<file path="src/rtl/cache_pkg.sv">
`default_nettype none
// ============================================================================
//  Module   : cache_pkg
//  Purpose  : Shared geometry, fill FSM state type and line packing helper
//             for the direct-mapped cache refill path.
//  Revision : 1.0 - initial release
// ============================================================================
package cache_pkg;

    localparam int TAG_W          = 3;
    localparam int INDEX_W        = 10;
    localparam int WORD_W         = 32;
    localparam int WORDS_PER_LINE = 4;
    localparam int LINE_W         = WORDS_PER_LINE * WORD_W;
    localparam int ADDR_W         = TAG_W + INDEX_W + 2;

    typedef enum logic [1:0] {
        IDLE  = 2'd0,
        FETCH = 2'd1,
        DONE  = 2'd2,
        ERR   = 2'd3
    } fill_state_t;

    // Word 0 sits in the most significant slot of the line.
    function automatic int slot_msb(input int slot);
        return LINE_W - 1 - WORD_W * slot;
    endfunction

endpackage
`default_nettype wire

</file>
<file path="src/rtl/line_fill_ctrl_if.sv">
`default_nettype none
// ============================================================================
//  Module   : line_fill_ctrl_if
//  Purpose  : Word-wide main memory read port (req/ack handshake).
//             master = refill engine, slave = memory.
//  Revision : 1.0 - initial release
// ============================================================================
interface line_fill_ctrl_if;
    import cache_pkg::*;

    logic                  mem_req;
    logic [ADDR_W-1:0]     mem_addr;
    logic                  mem_ack;
    logic [WORD_W-1:0]     mem_rdata;

    modport master (
        output mem_req,
        output mem_addr,
        input  mem_ack,
        input  mem_rdata
    );

    modport slave (
        input  mem_req,
        input  mem_addr,
        output mem_ack,
        output mem_rdata
    );

endinterface
`default_nettype wire

</file>
<file path="src/rtl/line_fill_ctrl_buf.sv">
`default_nettype none
// ============================================================================
//  Module   : line_fill_buf
//  Purpose  : Four-word line assembly buffer. Exposes both the registered
//             line and the line as it will look after the pending write, so
//             the controller can publish a complete line on the last ack.
//  Revision : 1.0 - initial release
// ============================================================================
module line_fill_buf
    import cache_pkg::*;
(
    input  wire logic              clk,
    input  wire logic              rst_n,
    input  wire logic              clr,
    input  wire logic              we,
    input  wire logic [1:0]        slot,
    input  wire logic [WORD_W-1:0] wdata,
    output logic      [LINE_W-1:0] line_q,
    output logic      [LINE_W-1:0] line_d
);

    // Next buffer contents: clear wins over a write.
    always_comb begin
        line_d = line_q;
        if (clr) begin
            line_d = '0;
        end else if (we) begin
            for (int k = 0; k < WORDS_PER_LINE; k++) begin
                if (int'(slot) == k) begin
                    line_d[slot_msb(k) -: WORD_W] = wdata;
                end
            end
        end
    end

    // Buffer storage.
    always_ff @(posedge clk or negedge rst_n) begin
        if (!rst_n) begin
            line_q <= '0;
        end else begin
            line_q <= line_d;
        end
    end

endmodule
`default_nettype wire

</file>
<file path="src/rtl/line_fill_ctrl.sv">
`default_nettype none
// ============================================================================
//  Module   : line_fill_ctrl
//  Purpose  : Cache miss refill engine. Fetches the four words of a line over
//             a req/ack memory port, assembles them and pulses fill_done with
//             line/tag/index for the cache write, or fill_err on ack timeout.
//  Options  : CRITICAL_WORD_FIRST_EN - start at fill_offset, wrap modulo 4,
//             and report the first returned word on crit_valid/crit_word.
//  Revision : 1.0 - initial release
// ============================================================================
module line_fill_ctrl
    import cache_pkg::*;
#(
    parameter int ACK_TIMEOUT = 64
)(
    input  wire logic               clk,
    input  wire logic               rst_n,
    input  wire logic               fill_req,
    input  wire logic [TAG_W-1:0]   fill_tag,
    input  wire logic [INDEX_W-1:0] fill_index,
    input  wire logic [1:0]         fill_offset,
    output logic                    fill_busy,
    output logic                    fill_done,
    output logic                    fill_err,
    output logic [LINE_W-1:0]       fill_line,
    output logic [TAG_W-1:0]        fill_tag_q,
    output logic [INDEX_W-1:0]      fill_index_q,
`ifdef CRITICAL_WORD_FIRST_EN
    output logic                    crit_valid,
    output logic [WORD_W-1:0]       crit_word,
`endif
    line_fill_ctrl_if.master        mem
);

    localparam int TO_W = (ACK_TIMEOUT > 2) ? $clog2(ACK_TIMEOUT) : 1;
    localparam logic [TO_W-1:0] TO_LAST = TO_W'(ACK_TIMEOUT - 1);

    fill_state_t         state;
    fill_state_t         state_nx;
    logic [1:0]          ptr;
    logic [1:0]          nword;
    logic [TO_W-1:0]     to_cnt;
    logic [1:0]          start_ptr;
    logic                start;
    logic                take;
    logic                last;
    logic                tmo;
    logic [LINE_W-1:0]   buf_q;
    logic [LINE_W-1:0]   buf_d;

    assign start = (state == IDLE)  && fill_req;
    assign take  = (state == FETCH) && mem.mem_ack;
    assign last  = take && (nword == 2'd3);
    assign tmo   = (state == FETCH) && !mem.mem_ack && (to_cnt == TO_LAST);

`ifdef CRITICAL_WORD_FIRST_EN
    logic first;
    assign start_ptr = fill_offset;
`else
    logic unused_offset;
    assign start_ptr     = 2'd0;
    assign unused_offset = ^fill_offset;
`endif

    line_fill_buf u_buf (
        .clk    (clk),
        .rst_n  (rst_n),
        .clr    (start),
        .we     (take),
        .slot   (ptr),
        .wdata  (mem.mem_rdata),
        .line_q (buf_q),
        .line_d (buf_d)
    );

    // State register.
    always_ff @(posedge clk or negedge rst_n) begin
        if (!rst_n) begin
            state <= IDLE;
        end else begin
            state <= state_nx;
        end
    end

    // Next-state logic: DONE and ERR are single-cycle report states.
    always_comb begin
        state_nx = state;
        case (state)
            IDLE:    if (start) state_nx = FETCH;
            FETCH:   begin
                         if (last)     state_nx = DONE;
                         else if (tmo) state_nx = ERR;
                     end
            DONE:    state_nx = IDLE;
            ERR:     state_nx = IDLE;
            default: state_nx = IDLE;
        endcase
    end

    // State-decoded outputs; mem_req falls with the async reset of state.
    always_comb begin
        fill_busy    = (state != IDLE);
        fill_done    = (state == DONE);
        fill_err     = (state == ERR);
        mem.mem_req  = (state == FETCH);
        mem.mem_addr = {fill_tag_q, fill_index_q, ptr};
    end

    // Request capture and word/ack-timeout counters.
    always_ff @(posedge clk or negedge rst_n) begin
        if (!rst_n) begin
            fill_tag_q   <= '0;
            fill_index_q <= '0;
            ptr          <= '0;
            nword        <= '0;
            to_cnt       <= '0;
        end else if (start) begin
            fill_tag_q   <= fill_tag;
            fill_index_q <= fill_index;
            ptr          <= start_ptr;
            nword        <= '0;
            to_cnt       <= '0;
        end else if (take) begin
            ptr          <= ptr + 2'd1;
            nword        <= nword + 2'd1;
            to_cnt       <= '0;
        end else if (state == FETCH) begin
            to_cnt       <= to_cnt + 1'b1;
        end
    end

    // Publish the completed line (including the word arriving now) on the last ack.
    always_ff @(posedge clk or negedge rst_n) begin
        if (!rst_n) begin
            fill_line <= '0;
        end else if (last) begin
            fill_line <= buf_d;
        end
    end

`ifdef CRITICAL_WORD_FIRST_EN
    // Critical-word report: one pulse after the first ack of each fill.
    always_ff @(posedge clk or negedge rst_n) begin
        if (!rst_n) begin
            first      <= 1'b0;
            crit_valid <= 1'b0;
            crit_word  <= '0;
        end else begin
            crit_valid <= take && first;
            if (take && first) begin
                crit_word <= mem.mem_rdata;
            end
            if (start) begin
                first <= 1'b1;
            end else if (take) begin
                first <= 1'b0;
            end
        end
    end
`endif

endmodule
`default_nettype wire
</file>
<file path="src/flat_wrapper.sv">
// flat-port wrapper written by rule: the top's interface ports become plain ports
module line_fill_ctrl_flat import cache_pkg::*;
#(
    parameter int ACK_TIMEOUT = 64
)
  (clk, rst_n, fill_req, fill_tag, fill_index, fill_offset, fill_busy, fill_done, fill_err, fill_line, fill_tag_q, fill_index_q, mem_mem_req, mem_mem_addr, mem_mem_ack, mem_mem_rdata);
  line_fill_ctrl_if mem_i ();
  input  wire logic clk;
  input  wire logic rst_n;
  input  wire logic fill_req;
  input  wire logic [TAG_W-1:0] fill_tag;
  input  wire logic [INDEX_W-1:0] fill_index;
  input  wire logic [1:0] fill_offset;
  output logic fill_busy;
  output logic fill_done;
  output logic fill_err;
  output logic [LINE_W-1:0] fill_line;
  output logic [TAG_W-1:0] fill_tag_q;
  output logic [INDEX_W-1:0] fill_index_q;
  output wire logic [$bits(mem_i.mem_req)-1:0] mem_mem_req;
  output wire logic [$bits(mem_i.mem_addr)-1:0] mem_mem_addr;
  input wire logic [$bits(mem_i.mem_ack)-1:0] mem_mem_ack;
  input wire logic [$bits(mem_i.mem_rdata)-1:0] mem_mem_rdata;
  assign mem_mem_req = mem_i.mem_req;
  assign mem_mem_addr = mem_i.mem_addr;
  assign mem_i.mem_ack = mem_mem_ack;
  assign mem_i.mem_rdata = mem_mem_rdata;
  line_fill_ctrl #(.ACK_TIMEOUT(ACK_TIMEOUT)) u_core (.clk(clk), .rst_n(rst_n), .fill_req(fill_req), .fill_tag(fill_tag), .fill_index(fill_index), .fill_offset(fill_offset), .fill_busy(fill_busy), .fill_done(fill_done), .fill_err(fill_err), .fill_line(fill_line), .fill_tag_q(fill_tag_q), .fill_index_q(fill_index_q), .mem(mem_i));
endmodule
</file>
<file path="config.mk">
export PLATFORM = sky130hd
export DESIGN_NAME = line_fill_ctrl_flat
export DESIGN_NICKNAME = d
export VERILOG_FILES = /design/src/rtl/cache_pkg.sv /design/src/rtl/line_fill_ctrl_if.sv /design/src/rtl/line_fill_ctrl_buf.sv /design/src/rtl/line_fill_ctrl.sv /design/src/flat_wrapper.sv
export SDC_FILE = /design/constraint.sdc
export NUM_CORES = 1
export LEC_CHECK = 0
export ABC_CLOCK_PERIOD_IN_PS = 2050
export CAP_MARGIN = 20
export CORE_ASPECT_RATIO = 0.75
export CORE_MARGIN = 4
export CORE_UTILIZATION = 53
export CTS_BUF_LIST = sky130_fd_sc_hd__clkbuf_16
export DETAILED_ROUTE_END_ITERATION = 7
export PLACE_DENSITY = 0.89
export SYNTH_ARGS = -nofsm -noshare
export SYNTH_HDL_FRONTEND = slang
export SYNTH_SLANG_ARGS = --single-unit
</file>
<file path="constraint.sdc">
create_clock -name clk -period 2.05 [get_ports clk]
set_clock_uncertainty 0.15 [all_clocks]
set_input_delay 0.5125 -clock clk [delete_from_list [all_inputs] [get_ports clk]]
set_output_delay 0.5125 -clock clk [all_outputs]
set_load 0.03 [all_outputs]
</file>
After elaboration in Yosys (flattened, before gate mapping)
Index checks and enable logic that the tools add are counted.
{"block": "totals", "regBits": 281, "out_inout_bits": 160, "wordCells": 51}
{"block": "classes", "add_sub_neg": 3, "n_eq_ne": 10, "n_mux": 17, "reduce_logical": 13}
{"cell": "2-to-1 mux 128 bit", "n": 2}
{"cell": "2-to-1 mux 32 bit", "n": 4}
{"cell": "2-to-1 mux 6 bit", "n": 3}
{"cell": "2-to-1 mux 2 bit", "n": 7}
{"cell": "equality test 2 bit, second input constant", "n": 5}
{"cell": "adder 6 x 1 -> 6 bit, second input constant", "n": 1}
{"cell": "equality test 6 bit, second input constant", "n": 1}
{"cell": "one-hot mux 2 bit (3 select lines)", "n": 1}
{"cell": "logical AND 1 bit", "n": 5}
{"cell": "adder 2 x 1 -> 2 bit, second input constant", "n": 2}
{"cell": "equality test 2 x 1 -> 1 bit, second input constant", "n": 2}
{"cell": "zero test 2 bit", "n": 2}
{"cell": "nonzero test 2 bit", "n": 2}
{"cell": "!= test 3 x 1 -> 1 bit, second input constant", "n": 1}
{"cell": "nonzero test 3 bit", "n": 1}
{"cell": "!= test 2 x 1 -> 1 bit, second input constant", "n": 1}
{"cell": "AND reduction 2 bit", "n": 1}
{"cell": "OR reduction 2 bit", "n": 1}
{"cell": "zero test 1 bit", "n": 1}

Logic depth before layout (Yosys ltp)
Gate-level depths: netlist (run 1).
{"block": "logic_depth", "depth_word": 6, "mapped_depth": 8, "depth_no_buf": 5}

Hierarchy
From an unflattened synthesis (run 1), not the netlist that was laid out.
{"block": "hier_totals", "cells_unflattened": 830, "hier_area_um2": 12306.8}
{"module": "line_fill_ctrl", "instances": 1, "cells_per_inst": 378, "area_per_inst_um2": 6501.2}
{"module": "line_fill_buf", "instances": 1, "cells_per_inst": 452, "area_per_inst_um2": 5805.6}

Least setup slack after synthesis (run 1)
No wires, ideal clock.
{"block": "synth_timing", "path_kind": "reg2reg", "start": "register u_core.ptr[0]", "end": "register u_core.u_buf.line_q[34]", "setup_time_ns": 0.077, "t_arrival_ns": 1.708, "required_ns": 1.823, "setup_slack_ns": 0.114, "path_stages_with_launch": 9, "path_buffers": 3, "period_less_slack_ns": 1.936, "path_cell_list": "dfrtp_1 inv_1 ha_1 clkbuf_1 and4b_1 clkbuf_1 buf_2 nand2_1 a21oi_1"}
{"block": "synth_via", "elab_chain_cells": 4}
{"element": "start, declared", "line_no": "line_fill_ctrl.sv:40", "source": "logic [1:0] ptr;"}
{"element": "start signal, assigned", "line_no": "line_fill_ctrl.sv:120", "source": "ptr <= start_ptr;"}
{"element": "start signal, assigned", "line_no": "line_fill_ctrl.sv:124", "source": "ptr <= ptr + 2'd1;"}
{"element": "equality test 2 bit", "line_no": "line_fill_ctrl_buf.sv:29", "source": "if (int'(slot) == k) begin"}
{"element": "2-to-1 mux 32 bit", "line_no": "line_fill_ctrl_buf.sv:29"}
{"element": "2-to-1 mux 128 bit", "line_no": "line_fill_ctrl_buf.sv:27", "source": "end else if (we) begin"}
{"element": "2-to-1 mux 128 bit", "line_no": "line_fill_ctrl_buf.sv:25", "source": "if (clr) begin"}
{"element": "net u_core.buf_d[34]", "line_no": "line_fill_ctrl.sv:49", "source": "logic [LINE_W-1:0] buf_d;"}
{"element": "end signal, assigned", "line_no": "line_fill_ctrl_buf.sv:41", "source": "line_q <= line_d;"}
{"element": "end, declared", "line_no": "line_fill_ctrl_buf.sv:18", "source": "output logic [LINE_W-1:0] line_q,"}
The timed path passes the listed nets, and every way through them passes these cells.
A chain may end at the register's enable or synchronous reset.

Final worst setup path (run 1)
{"block": "layout_timing", "start": "register u_core.state[1]", "end": "output fill_done"}
{"block": "layout_via", "elab_chain_cells": 1}
{"element": "start, declared", "line_no": "line_fill_ctrl.sv:38", "source": "fill_state_t state;"}
{"element": "start signal, assigned", "line_no": "line_fill_ctrl.sv:81", "source": "state <= state_nx;"}
{"element": "equality test 2 bit", "line_no": "line_fill_ctrl.sv:103", "source": "fill_done = (state == DONE);"}
{"element": "end, declared", "line_no": "flat_wrapper.sv:15", "source": "output logic fill_done;"}
Every way passes these cells.

==> results of run 1 <==
-- sequential cells by signal, indices dropped and copies added (netlist names) --
name / cells
u_core.fill_index_q: 10
u_core.fill_line: 128
u_core.fill_tag_q: 3
u_core.nword: 2
u_core.ptr: 2
u_core.state: 2
u_core.to_cnt: 6
u_core.u_buf.line_q: 128
-- layer usage --
layer	vias up	GRT usage	routed length [um]
met2	431	0.427	16400
met3	50	0.0504	2660
met5	-	0	0
met4	0	0.0502	544
li1	4520	-	-
met1	4922	0.367	14000
-- critical path, cell delays in order (launching register included) --
cell and delay (ns):
dfrtp_2 0.42, buf_6 0.13, nor2b_1 0.12, buf_4 0.16
-- how the worst max path moves through the flow --
stage                    startpoint                      end  slack (ns)
floorplan             u_core.ptr[0]  u_core.u_buf.line_q[34]        0.11
global placement        mem_mem_ack  u_core.u_buf.line_q[29]       -0.14
detailed placement      mem_mem_ack  u_core.u_buf.line_q[24]       -0.21
CTS                 u_core.state[1]                fill_done      -0.001
global route        u_core.state[1]                fill_done       -0.01
finish              u_core.state[1]                fill_done        0.02
-- cell type report --
class,instances,area share
repair buffers,283,0.175
clock buffers,29,0.0462
well taps,300,0.0239
multi-input cells,840,0.294
clock inverters,21,0.0126
inverters,4,0.000955
flip-flops and latches,281,0.448
-- cell usage after synthesis --
| library cell | n |
|---|---|
| o21ai_0 | 132 |
| inv_1 | 4 |
| xnor2_1 | 2 |
| o21ai_1 | 1 |
| nor3b_1 | 1 |
| nor2_1 | 3 |
| ha_1 | 6 |
| buf_4 | 28 |
| mux2i_1 | 129 |
| a21oi_1 | 131 |
| nand4_1 | 1 |
| o311ai_0 | 1 |
| mux2_2 | 13 |
| and3b_2 | 1 |
| o21bai_1 | 1 |
| clkbuf_1 | 63 |
| nand2_1 | 391 |
| a22o_1 | 1 |
| or3_1 | 2 |
| and4b_1 | 4 |
| nor2b_1 | 2 |
| nand3_1 | 4 |
| or2_2 | 2 |
| or3b_1 | 1 |
| and2_1 | 1 |
| o41ai_1 | 1 |
| buf_2 | 45 |
| dfrtp_1 | 281 |
| nand4b_1 | 5 |
| or4_1 | 1 |
| nor2_8 | 1 |
| o211ai_1 | 2 |
| buf_6 | 3 |
-- kinds of logic (layout without fill, tap and decap cells) --
family	after synthesis	count (layout)	share of synthesized area
DFF	281	281	0.570
muxes	142	142	0.117
and+or+nand+nor	420	420	0.137
xor gates and xnor gates	2	2	0.00142
adders and majority gates	6	6	0.00608
buffers and inverters	143	337	0.0584
AOI/OAI and AO/OA	270	270	0.111
-- power groups by stage --
stage               Combinational, W  Sequential, W  Clock, W
floorplan                    0.00505         0.0109         0
detailed placement            0.0117        0.00901         0
global placement              0.0113        0.00890         0
finish                        0.0110        0.00892   0.00518
CTS                           0.0110        0.00890   0.00525
global route                  0.0118        0.00918   0.00549
-- through the flow --
step / worst slack, ns / hold slack [ns]
floorplan: 0.114 / 0.0669
global placement: -0.138 / 0.273
detailed placement: -0.215 / 0.277
CTS: -0.00147 / 0.322
global route: -0.0142 / 0.328
finish: 0.0243 / 0.323
-- timing repair --
| item | in CTS | in global routing |
|---|---|---|
| setup buffers | 5 | 0 |
| setup endpoints to repair | 159 | 15 |
| pin swaps | 1 | 0 |
| endpoints found under the hold margin | 27 | 0 |
| hold buffers | 1 | 0 |
| resized for setup | 171 | 14 |
==> results.md, run 1 <==
* DRT iter0 DRCs at 980
* Sequential area share after synthesis at 0.570
* Clock transition at path regs at 0.06 ns
* Hold Vio Cnt, Final at 0
* Switching Fraction at 0.411
* Post-DR vias/cell at 5.64
* Diode count at 0
* Top cell type's share of synthesized area at 0.570
* Int Power at 0.0148 W
* Warnings from Yosys at 0
* Distinct cell type count after synthesis at 33
* GRT overflow at 0
* Mapped Cells at 1,264
* Register share of total power at 0.356
* H-Tree Depth at 1
* Outcome: complete, no violations
* Post-route insts no fill at 1,758
* Min Tclk post-route at 2.03 ns
* Most frequent cells in the layout: nand2_1, dfrtp_1, dlygate4sd2_1
* Max-slew violations at 0
* Peak VDD IR at 0.966 mV
* Final GP Congestion at 0.809
* Worst skew pair latency at 0.54 ns
* Synthesized area per cell at 9.76 um2
* Worst Path Arrival at 1.36 ns
* Comb pwr share at 0.437
* Synth top area cells: dfrtp_1, nand2_1, mux2i_1
* # setup viols final at 0
* Power per cell area at 1600 nW/um2
* Yosys reg bits at 281
* Largest net degree at the start of global routing at 58
* Worst R2R End: u_core.u_buf.line_q[68]
* Multi-input logic area at 4610 um2
* Final layout net count at 1,495
* Register area at 7030 um2
* CTS tree: yes
* Max Root-Sink Buffers at 3
* CP Launch Type: flip-flop
* DRT Pass-1 Iters at 5
* Most common cell after layout, fill and taps aside: nand2_1
* Number of cells on the worst reg-to-reg path at 7
* Num CTS Buffers at 28
* Die Area at 25,800 um2
* Reg-to-reg slack, setup at 0.15 ns
* Yosys top cell by area: dfrtp_1
* Vias in the first global route at 10,300
* Crit. End Element: output port
* CTS root buffer: clkbuf_16
* Final Power at 0.0251 W
* Drt wl/cell at 19.1 um
* Fin area at 15,700 um2
* Placed Instances at 1,702
* Min-delay worst type: input pin to async pin
* GRT Resource Usage Total at 0.260
* Core Region at 22,900 um2
* Synthesized area at 12,300 um2
* Detail Placement HPWL at 22.6 mm
* Fill cells at 1,708
* Count of port buffers added during placement at 208
* Max Fanout on Critical Path at 3
* Setup TNS at 0 ns
* Die width at 184 um
* Worst-margin pin slew at 0.413 ns
* Clock power share at 0.207
* RSZ-0062 raised after global routing: yes
* Required time worst endpoint at 1.39 ns
* Highest Clock Rate at 494 MHz
* Worst slew margin at 0.724
* Detailed-route DRC error count at 0
* Initial Util at 0.538
* R2R Path Start: u_core.state[0]
* Initial antenna violation count at 0
* Final ANT Viol Nets at 0
* Maxcap violations at 0
* Tcrit/Tclk final at 0.988
* Global-route wire length before repair at 54.6 mm
* Wirelength, routed at 33.6 mm
* Crit path kind: flip-flop to output port
* Die H at 140 um
* Final Util at 0.685
* P_sw at 0.0103 W
* Static Leak at 7.46 nW
* Area post-placement at 14,900 um2
* Number of clock sinks at 281
* Fraction of layout cells with a size suffix above 1 at 0.104
* Routed vias at 9,923
* Synth-to-Final Area Change at 27.3%
* # IOs at 211
* Row count at 48
* Syn_nets at 1,321
(Power assumes the default switching activity.)
==> run 2: changes to the inputs <==
- PLACE_DENSITY: 0.89 -> 0.8
==> run 2 against run 1 <==
- via count fell by 2.4%
- highest routed layer unchanged
- non-clock buffer count shrank 9
- utilization fell by 0.33 points
- maximum frequency is 3.3% lower
- critical path depth stayed put
- sequential cell count did not move
- the flow now finishes with violations (setup timing)
- routed wire length down 4.5%
- die area unchanged
- combinational power is essentially flat
- final area decreased by 0.48%
==> results.md, run 2 (same netlist as run 1, synthesis figures left out) <==
* Outcome: finished, violations left (was complete, no violations)
* Failing checks: setup timing
* Highest Clock Rate at 478 MHz (was 494 MHz)
* Fraction of layout cells with a size suffix above 1 at 0.0905 (was 0.104)
* Hold Vio Cnt, Final at 0 (unchanged)
* Final GP Congestion at 0.802 (was 0.809)
* Die width at 184 um (unchanged)
* Clock transition at path regs at 0.06 ns (about the same)
* GRT overflow at 0 (unchanged)
* Diode count at 0 (unchanged)
* Bufs and invs on worst path at 2 (unchanged)
* CTS tree: yes (unchanged)
* H-Tree Depth at 1 (unchanged)
* Die H at 140 um (unchanged)
* Levels on crit path at 3 (unchanged)
* Die Area at 25,800 um2 (unchanged)
* Hold Crit Depth at 2
* Worst-margin pin slew at 0.428 ns (was 0.413 ns)
* Maxcap violations at 0 (unchanged)
* CP Launch Type: flip-flop (unchanged)
* Drt wl/cell at 18.4 um (was 19.1 um)
* Post-DR vias/cell at 5.54 (was 5.64)
* Most common cell after layout, fill and taps aside: nand2_1 (unchanged)
* Most frequent cells in the layout: nand2_1, dfrtp_1, dlygate4sd2_1 (unchanged)
* Max Root-Sink Buffers at 3 (unchanged)
* Core Region at 22,900 um2 (unchanged)
* Worst Path Arrival at 1.43 ns (was 1.36 ns)
* Initial Util at 0.538 (unchanged)
* Final ANT Viol Nets at 0 (unchanged)
* DRT Pass-1 Iters at 5 (unchanged)
* Number of clock sinks at 281 (unchanged)
* Power per cell area at 1580 nW/um2 (was 1600 nW/um2)
* Detailed-route DRC error count at 0 (unchanged)
* Fill cells at 1,776 (was 1,708)
* Final layout net count at 1,486 (was 1,495)
* GRT Resource Usage Total at 0.249 (was 0.260)
* Row count at 48 (unchanged)
* Final Util at 0.682 (was 0.685)
* # setup viols final at 1 (was 0)
* Min-delay worst type: flip-flop to flip-flop (was input pin to async pin)
* Worst slew margin at 0.715 (was 0.724)
* Multi-input logic area at 4610 um2 (about the same)
* CTS root buffer: clkbuf_16 (unchanged)
* Crit-path cells: buf_6, or2_4, buf_6 (was buf_6, nor2b_1, buf_4)
* Crit path kind: flip-flop to output port (unchanged)
* Global-route wire length before repair at 52.4 mm (was 54.6 mm)
* Required time worst endpoint at 1.39 ns (about the same)
* Largest regs: u_core.fill_line x128, u_core.u_buf.line_q x128, u_core.fill_index_q x10 (unchanged)
* Worst skew pair latency at 0.53 ns (was 0.54 ns)
* Num CTS Buffers at 28 (unchanged)
* Critical path's top delay family: flip-flops (unchanged)
* Register area at 7030 um2 (about the same)
* Most frequent CP cell: buf_6
* Initial antenna violation count at 0 (unchanged)
* Vias in the first global route at 9,834 (was 10,300)
* Detail Placement HPWL at 21.3 mm (was 22.6 mm)
* Max-slew violations at 0 (unchanged)
* Wirelength, routed at 32.1 mm (was 33.6 mm)
* Number of cells on the worst reg-to-reg path at 6 (was 7)
* Crit path largest cell delay at 0.39 ns (was 0.42 ns)
* Slowest CP cell: dfrtp_1 (was dfrtp_2)
* DRT iter0 DRCs at 686 (was 980)
* Tcrit/Tclk final at 1.02 (was 0.988)
* RSZ-0062 raised after global routing: yes (unchanged)
* Count of port buffers added during placement at 208 (unchanged)
* Final Worst Setup Slack at -0.0438 ns (was 0.0243 ns)
* Static Leak at 7.43 nW (was 7.46 nW)
* Largest net degree at the start of global routing at 61 (was 58)
* Max Fanout on Critical Path at 4 (was 3)
* Crit. End Element: output port (unchanged)
* Routed vias at 9,684 (was 9,923)
* Min Tclk post-route at 2.09 ns (was 2.03 ns)
* # IOs at 211 (unchanged)
* Synth-to-Final Area Change at 26.7% (was 27.3%)
* Peak VDD IR at 0.914 mV (was 0.966 mV)
* Setup TNS at -0.0438 ns (was 0 ns)
==> run 2: changes by cell type in the layout (fill, tap and decap cells not counted), moves of 3 or more <==
cell | before | now
clkinv_1 | 6 | 3
buf_12 | 22 | 28
buf_4 | 51 | 35
inv_1 | 9 | 16
==> run 2: routing by layer <==
metal	up-vias	global-route usage	wire, um
li1	4488	-	-
met1	4825	0.361	14200
met2	331	0.404	15200
met3	40	0.0462	2220
met4	0	0.0412	456
met5	-	0	0
==> run 2: path summary, 6_finish.rpt <==
path,from,end,slack [ns]
worst min register to register,u_core.fill_line[96],u_core.fill_line[96],0.32
min in group asynchronous,rst_n,u_core.fill_index_q[3],0.36
worst min-delay path,u_core.fill_line[96],u_core.fill_line[96],0.32
worst max-delay path,u_core.state[0],fill_busy,-0.04
max in group asynchronous,rst_n,u_core.fill_line[123],0.74
worst max register to register,u_core.state[1],u_core.to_cnt[5],0.05
==> run 2: repair_timing <==
item / 4_1_cts / 5_1_grt
endpoints found under the hold margin: 43 / 0
endpoints found under the setup margin: 160 / 13
buffers inserted: 3 / 1
pin swaps: 1 / 1
hold buffers: 1 / 0
gates resized for setup: 166 / 14
==> run 2: area by class of cell <==
cell class | instances | share of cell area
clock buffers | 29 | 0.0464
clock inverters | 19 | 0.00808
inverters | 4 | 0.000960
multi-input cells | 840 | 0.295
flip-flops and latches | 281 | 0.450
well taps | 300 | 0.0240
repair buffers | 274 | 0.176
==> run 2: power by group <==
part / internal (W) / total (W) / switching (W) / leakage, nW
sequential: 0.00766 / 0.00892 / 0.00126 / 3.67
combinational: 0.00411 / 0.0109 / 0.00680 / 3.30
clock: 0.00277 / 0.00482 / 0.00205 / 0.462
total: 0.0145 / 0.0246 / 0.0101 / 7.43
==> run 2: tightest hold or removal path, delay by kind of cell (launching register included) <==
kind	cells	cell delay (ns)
flip-flops	1	0.33
AO/OA/AOI/OAI	1	0.06
AND/OR/NAND/NOR	1	0.05
==> run 2: per-stage QoR <==
step / hold slack (ns) / worst slack, ns / instance area, um2 / std cells / power (W)
2_1_floorplan: 0.0669 / 0.114 / 12300 / 1264 / 0.0160
3_3_place_gp: 0.310 / -0.0902 / 14900 / 1694 / 0.0203
3_5_place_dp: 0.309 / -0.145 / 14900 / 1694 / 0.0207
4_1_cts: 0.329 / -0.0713 / 15600 / 1746 / 0.0247
5_1_grt: 0.351 / -0.0930 / 15600 / 1747 / 0.0261
6_report: 0.323 / -0.0438 / 15600 / 1747 / 0.0246
==> run 3: changes to the inputs <==
- SLEW_MARGIN: not set -> 20
==> results of run 3 <==
No change in the layout: final DEF, timing and power equal those of run 2.
